===== src/rtl/wash_countdown_timer.sv =====
// wash_countdown_timer: per-phase countdown for the washer sequencer.
// Holds remaining seconds, decrements once per TICK_COUNT clocks while
// running, and handles start / pause / resume / stop / reload control.
module wash_countdown_timer #(
    parameter int unsigned TICK_COUNT = 100_000_000
) (
    input  logic       i_clk,
    input  logic       i_reset,
    input  logic       i_load,
    input  logic [7:0] i_time,
    input  logic       i_start,
    input  logic       i_pause,
    input  logic       i_stop,
    output logic [7:0] o_remain,
    output logic [1:0] o_state,
    output logic       o_running,
    output logic       o_done
);

    localparam int unsigned PRESC_W = (TICK_COUNT > 2) ? $clog2(TICK_COUNT) : 1;
    localparam logic [PRESC_W-1:0] PRESC_TERM = PRESC_W'(TICK_COUNT - 1);
    localparam logic [PRESC_W-1:0] PRESC_ONE  = PRESC_W'(1);

    typedef enum logic [1:0] {
        ST_IDLE  = 2'd0,
        ST_RUN   = 2'd1,
        ST_PAUSE = 2'd2,
        ST_DONE  = 2'd3
    } state_t;

    state_t             state;
    logic [PRESC_W-1:0] prescaler;

    assign o_state = state;

    // Control FSM, one-second prescaler and remaining-time counter.
    // Priority within a cycle: stop > pause > start > load.
    always_ff @(posedge i_clk) begin
        if (i_reset) begin
            state     <= ST_IDLE;
            prescaler <= '0;
            o_remain  <= '0;
            o_running <= 1'b0;
            o_done    <= 1'b0;
        end else begin
            o_done <= 1'b0;
            unique case (state)
                ST_IDLE: begin
                    if (i_stop) begin
                        o_remain  <= '0;
                        prescaler <= '0;
                    end else if (i_pause) begin
                        // nothing to freeze while idle
                    end else if (i_start) begin
                        if (o_remain != 8'd0) begin
                            state     <= ST_RUN;
                            prescaler <= '0;
                            o_running <= 1'b1;
                        end
                    end else if (i_load) begin
                        o_remain <= i_time;
                    end
                end

                ST_RUN: begin
                    if (i_stop) begin
                        state     <= ST_IDLE;
                        o_remain  <= '0;
                        prescaler <= '0;
                        o_running <= 1'b0;
                    end else if (i_pause) begin
                        // The pausing cycle is still a RUN cycle, so the
                        // prescaler advances; only at terminal count does it
                        // hold, so the discarded decrement fires on resume.
                        state     <= ST_PAUSE;
                        o_running <= 1'b0;
                        if (prescaler != PRESC_TERM) begin
                            prescaler <= prescaler + PRESC_ONE;
                        end
                    end else if (prescaler == PRESC_TERM) begin
                        prescaler <= '0;
                        if (o_remain != 8'd0) begin
                            o_remain <= o_remain - 8'd1;
                        end
                        if (o_remain <= 8'd1) begin
                            state     <= ST_DONE;
                            o_running <= 1'b0;
                            o_done    <= 1'b1;
                        end
                    end else begin
                        prescaler <= prescaler + PRESC_ONE;
                    end
                end

                ST_PAUSE: begin
                    if (i_stop) begin
                        state     <= ST_IDLE;
                        o_remain  <= '0;
                        prescaler <= '0;
                    end else if (i_pause) begin
                        // already frozen
                    end else if (i_start) begin
                        state     <= ST_RUN;
                        o_running <= 1'b1;
                    end
                end

                ST_DONE: begin
                    if (i_stop) begin
                        state     <= ST_IDLE;
                        o_remain  <= '0;
                        prescaler <= '0;
                    end else if (i_pause || i_start) begin
                        // ignored at end of phase
                    end else if (i_load) begin
                        state     <= ST_IDLE;
                        o_remain  <= i_time;
                        prescaler <= '0;
                    end
                end

                default: begin
                    state     <= ST_IDLE;
                    o_remain  <= '0;
                    prescaler <= '0;
                    o_running <= 1'b0;
                end
            endcase
        end
    end

endmodule


===== config.mk =====
export PLATFORM = sky130hd
export DESIGN_NAME = wash_countdown_timer
export DESIGN_NICKNAME = d
export VERILOG_FILES = /design/src/rtl/wash_countdown_timer.sv
export SDC_FILE = /design/constraint.sdc
export NUM_CORES = 1
export LEC_CHECK = 0
export ABC_CLOCK_PERIOD_IN_PS = 2750
export BUFFER_PORTS_ARGS = -buffer_cell sky130_fd_sc_hd__buf_2
export CORE_MARGIN = 2
export CORE_UTILIZATION = 58
export CTS_CLUSTER_SIZE = 16
export DETAILED_ROUTE_END_ITERATION = 8
export PLACE_DENSITY = 0.89
export SETUP_SLACK_MARGIN = 0.3
export SYNTH_ARGS = -nofsm -noshare
export SYNTH_HDL_FRONTEND = slang
export SYNTH_SLANG_ARGS = --single-unit

===== constraint.sdc =====
create_clock -name i_clk -period 2.75 [get_ports i_clk]
set_input_delay 0.55 -clock i_clk [delete_from_list [all_inputs] [get_ports i_clk]]
set_output_delay 0.55 -clock i_clk [all_outputs]
set_load 0.01 [all_outputs]

# Word level (Yosys, flattened, before mapping)
# Cells that the tools add are included.
# totals
output_inout_bits,12
reg_bits,39
in_bits,14
elab_cells,99
# op_classes
muxes,53
magnitude_cmp,1
n_eq_ne,27
addsub,2
n_bitwise,2
reduce_logical,9
# ops
op,n
27-bit 2-to-1 mux,12
27-bit one-hot mux with 4 select lines,1
8-bit 2-to-1 mux,11
3-bit inequality test (second input constant),11
8-bit one-hot mux with 4 select lines,1
2-bit 2-to-1 mux,14
27-bit by 1-bit adder with 27-bit output (second input constant),1
27-bit == test (second input constant),1
27-bit inequality test (second input constant),1
10-bit AND reduction,2
2-bit inequality test (second input constant),8
7-bit AND reduction,2
1-bit 2-to-1 mux,12
4-bit inequality test (second input constant),3
8-bit by 1-bit less-or-equal comparator with 1-bit output (second input constant),1
2-bit one-hot mux with 4 select lines,1
8-bit nonzero test,1
8-bit by 1-bit subtractor with 8-bit output (second input constant),1
5-bit OR reduction,1
2-bit == test (second input constant),2
1-bit one-hot mux with 3 select lines,1
3-bit nonzero test,1
2-bit by 1-bit == test with 1-bit output (second input constant),1
2-bit logical NOT,1
other kinds (2),3

# Depth between registers and ports, before layout
# depth
depth_word,6
depth_mapped,9
ltp_nobuf,8

# Least setup slack after synthesis
# Ideal clock, no wire load.
# synth_timing
kind,reg2reg
start,register o_remain[0]
end,register prescaler[22]
path_stages_with_launch,10
required_time_ps,2623
setup_ps,127
path_buffers,1
arrival_time_ps,1872
path_slack_ps,751
path_cell_list,dfxtp_1 -> inv_1 -> ha_1 -> nor3b_2 -> a21oi_2 -> o31a_1 -> buf_2 -> nand4_1 -> xor2_1 -> nor2_1
# synth_between
elab_chain_len,3
# synth_rtl
element,line_no,source
from (decl),14,"output logic [7:0] o_remain,"
from (signal assigned),61,o_remain <= i_time;
from (signal assigned),83,o_remain <= o_remain - 8'd1;
from (signal assigned),117,o_remain <= i_time;
8-bit nonzero test,55,if (o_remain != 8'd0) begin
3-bit inequality test (no line),n/a,
7-bit AND reduction (no line),n/a,
to (signal assigned),78,prescaler <= prescaler + PRESC_ONE;
to (signal assigned),91,prescaler <= prescaler + PRESC_ONE;
to (decl),32,logic [PRESC_W-1:0] prescaler;
# Every way passes these cells.
# A chain may end at the register's enable or synchronous reset.

# Worst setup path in the final report
# layout_timing
start,register o_remain[0]
end,register prescaler[10]
# Same word-level chain as after synthesis.

==> qor.yml <==
synthesis:
  synth_cells: 283
  syn_nets: 304
  syn_area_per_cell_sq_um: 8.285
  async_flop_share_pct: 0
  ys_seq_area_share_pct: 33.30
  synth-main-ff-cell: "dfxtp_1"
  yosysWarnings: 0
  synth_area_sq_um: 2345
  ys_ff_latch: 39
  synth_edf_count: 0
  ys_types: 54
global_routing:
  use_met3_pct: 4.667
  use_met1_pct: 30.45
  gr-usage-all-layers_pct: 24.27
  first_global_vias: 1951
  grt_overflow: 0
  antenna_found_initial: 0
  grt_pass1_wl_mm: 8.611
  top_usage_layer: "met2"
  grt_use_met2_pct: 40.81
  grt_max_degree: 28
clocking:
  clock_sinks: 39
  cts_hold_buffers: 0
  cts_buffers: 5
  cts_max_level: 2
  cts.reportedPaths.clkPinSlew_ps: 80
  cts_tree: "built"
  cts_buffer_depth: 2
  clk_latency_ps: 290
  cts-root-buf: "clkbuf_8"
power_and_ir_drop:
  power_density_nw_per_um2: 705.8
  leakage_nw: 1.006
  total_power_mw: 1.854
  ir_worst_vdd_mv: 0.4482
timing:
  slew_viol_final: 0
  finalCritPeriodShare_pct: 78.57
  hold_ws_ps: 495.1
  fmax_mhz: 462.8
  setup_viol: 0
  finalClockSkew_ps: 8.833
  period_needed_ps: 2161
  hold_viol_final: 0
  worst_pin_slew_ps: 570.7
  slew_headroom_pct: 61.81
  rsz0062_at_grt: "false"
  tns_ps: 0
floorplanning:
  start_util_pct: 59.47
  die_w_um: 67.58
  row_count: 23
  io_pins: 26
  die_area_sq_um: 4567
  core_area_sq_um: 3943
  die_h_um: 67.58
detailed_routing:
  vias: 2125
  via_per_inst: 5.952
  drt-total-wl_mm: 5.128
  initialDrtViolationCount: 180
  drc: 0
  wl_per_cell_um: 14.36
  ant_nets: 0
  firstDrtPassIters: 4
critical_path:
  crit_arrival_ps: 2350
  rr_endpoint: "prescaler[10]$_SDFFE_PP0P_"
  start_kind: "flip-flop"
  cp.required_ps: 2930
  r2r-start: "o_remain[0]$_SDFFE_PP0P_"
  crit_chain: "inv_1, ha_1, nor3b_2, a21oi_2, o31a_4, nand3_1, xor2_1, nor2_1"
  path_class: "flip-flop to flip-flop"
  path_delay_family: "compound AO/OA/AOI/OAI gates"
  endpoint: "prescaler[10]$_SDFFE_PP0P_"
  end_kind: "flip-flop"
  rrSetupSlack_ps: 590
  path_depth: 8
  cp_max_fo: 22
  crit_start: "o_remain[0]$_SDFFE_PP0P_"
  slowest_stage: "o31a_4"
  cpPeakStageDelay_ps: 410
  critPathBufInv: 1
  rr_worst_depth: 8
finish:
  drive_above_1_share_pct: 18.89
  final-seq-area_sq_um: 780.7
  design_area_sq_um: 2628
  areaGrowthSynthToFinish_pct: 12.06
  layout_commonest_cell: "nor2_1"
  final_cell_mix: "48 x nor2_1, 39 x dfxtp_1, 25 x buf_2"
  fin_nets: 327
  n_antenna_cell: 0
  num-fill-cells: 326
  multi_input_area_sq_um: 1485
place:
  place_hpwl_mm: 3.549
  gp_congestion: 0.9318
  numPortBuffers: 25
  dpl_cell_area_sq_um: 2486
min_path:
  min_path_type: "flip-flop to flip-flop"
flow_run:
  maxCapViolCount: 0
status:
  outcome: "finished, final reports clean"
[worst min-delay path: cells and delay by family (launching register included)]
| kind | cells | cell delay, ps |
|---|---|---|
| flops | 1 | 340 |
| simple gates | 1 | 60 |
| compound gates | 1 | 50 |
[metrics by stage]
step	instances	worst slack [ps]	utilization (%)
3_5_place_dp	349	239.4	63.06
4_1_cts	357	489.3	66.46
5_1_grt	357	414.7	66.65
6_report	357	589.2	66.65
3_3_place_gp	349	304.5	63.06
2_1_floorplan	283	750.7	-
[how the worst min path moves through the flow]
stage	startpoint	end	slack, ps	depth (start not counted)
2_1_floorplan	prescaler[1]$_SDFFE_PP0P_	prescaler[1]$_SDFFE_PP0P_	460	2
3_3_place_gp	prescaler[1]$_SDFFE_PP0P_	prescaler[1]$_SDFFE_PP0P_	480	2
3_5_place_dp	prescaler[1]$_SDFFE_PP0P_	prescaler[1]$_SDFFE_PP0P_	490	2
4_1_cts	prescaler[1]$_SDFFE_PP0P_	prescaler[1]$_SDFFE_PP0P_	500	2
5_1_grt	prescaler[1]$_SDFFE_PP0P_	prescaler[1]$_SDFFE_PP0P_	520	2
6_report	prescaler[1]$_SDFFE_PP0P_	prescaler[1]$_SDFFE_PP0P_	500	2
[state kept, by name, indices dropped and copies added (netlist names)]
signal,flops
o_running,1
prescaler,27
o_state,2
o_done,1
o_remain,8
[kinds of logic (layout without fill, tap and decap cells)]
group	Yosys count	count (layout)	synth area share, %
AOI/OAI and AO/OA	49	49	14.52
xor gates and xnor gates	25	25	9.338
adders and majority gates	7	7	3.735
buffers and inverters	18	42	3.735
DFF	39	39	33.30
muxes	1	1	0.4269
and+or+nand+nor	144	144	34.95
[cell usage after synthesis, types with 2 or more instances]
cell type / instances / area share (%)
ha_1: 7 / 3.7
nor3_2: 2 / 0.85
a21oi_1: 20 / 4.3
nand2b_1: 4 / 1.1
o21ai_1: 5 / 1.1
nand2_1: 20 / 3.2
nor4b_1: 3 / 1.1
and3_1: 5 / 1.3
a211oi_2: 3 / 1.6
buf_2: 5 / 1.1
nand4b_1: 2 / 0.75
xor2_1: 22 / 8.2
nand4_2: 2 / 1.1
or3_1: 4 / 1.1
o31ai_1: 2 / 0.64
o21ai_0: 5 / 1.1
xnor2_1: 3 / 1.1
nand3_1: 13 / 2.8
nor3_1: 8 / 1.7
nor4_4: 3 / 2.7
nand4_1: 14 / 3.7
dfxtp_1: 39 / 33
nor2_2: 2 / 0.53
clkbuf_1: 4 / 0.64
o31a_1: 2 / 0.75
and4_1: 3 / 1.1
nor2_1: 48 / 7.7
inv_1: 7 / 1.1
[layer usage]
layer  wire length [um]  part of all wire, %
met1               2263                   44
met2               2538                   49
met3                223                  4.3
met4                103                  2.0
met5                  0                    0
[what timing repair did]
action | CTS | global route
setup buffers | 0 | 0
endpoints found under the setup margin | 16 | 2
gates resized for setup | 1 | 1
cloned | 0 | 0
[final cells by class]
type                       count  area share (%)
multi-input combinational    226           56.52
sequential                    39           29.71
timing repair buffer          27           5.333
clock buffer                   6           2.762
tap                           50           2.381
clock inverter                 2           2.286
inverter                       7           1.000
[power breakdown]
group / internal [mW] / leakage, nW / switching [mW]
combinational: 0.239 / 0.625 / 0.383
clock: 0.363 / 0.0654 / 0.199
sequential: 0.609 / 0.316 / 0.0610
total: 1.21 / 1.01 / 0.643
Power figures use the tool's default switching activity.
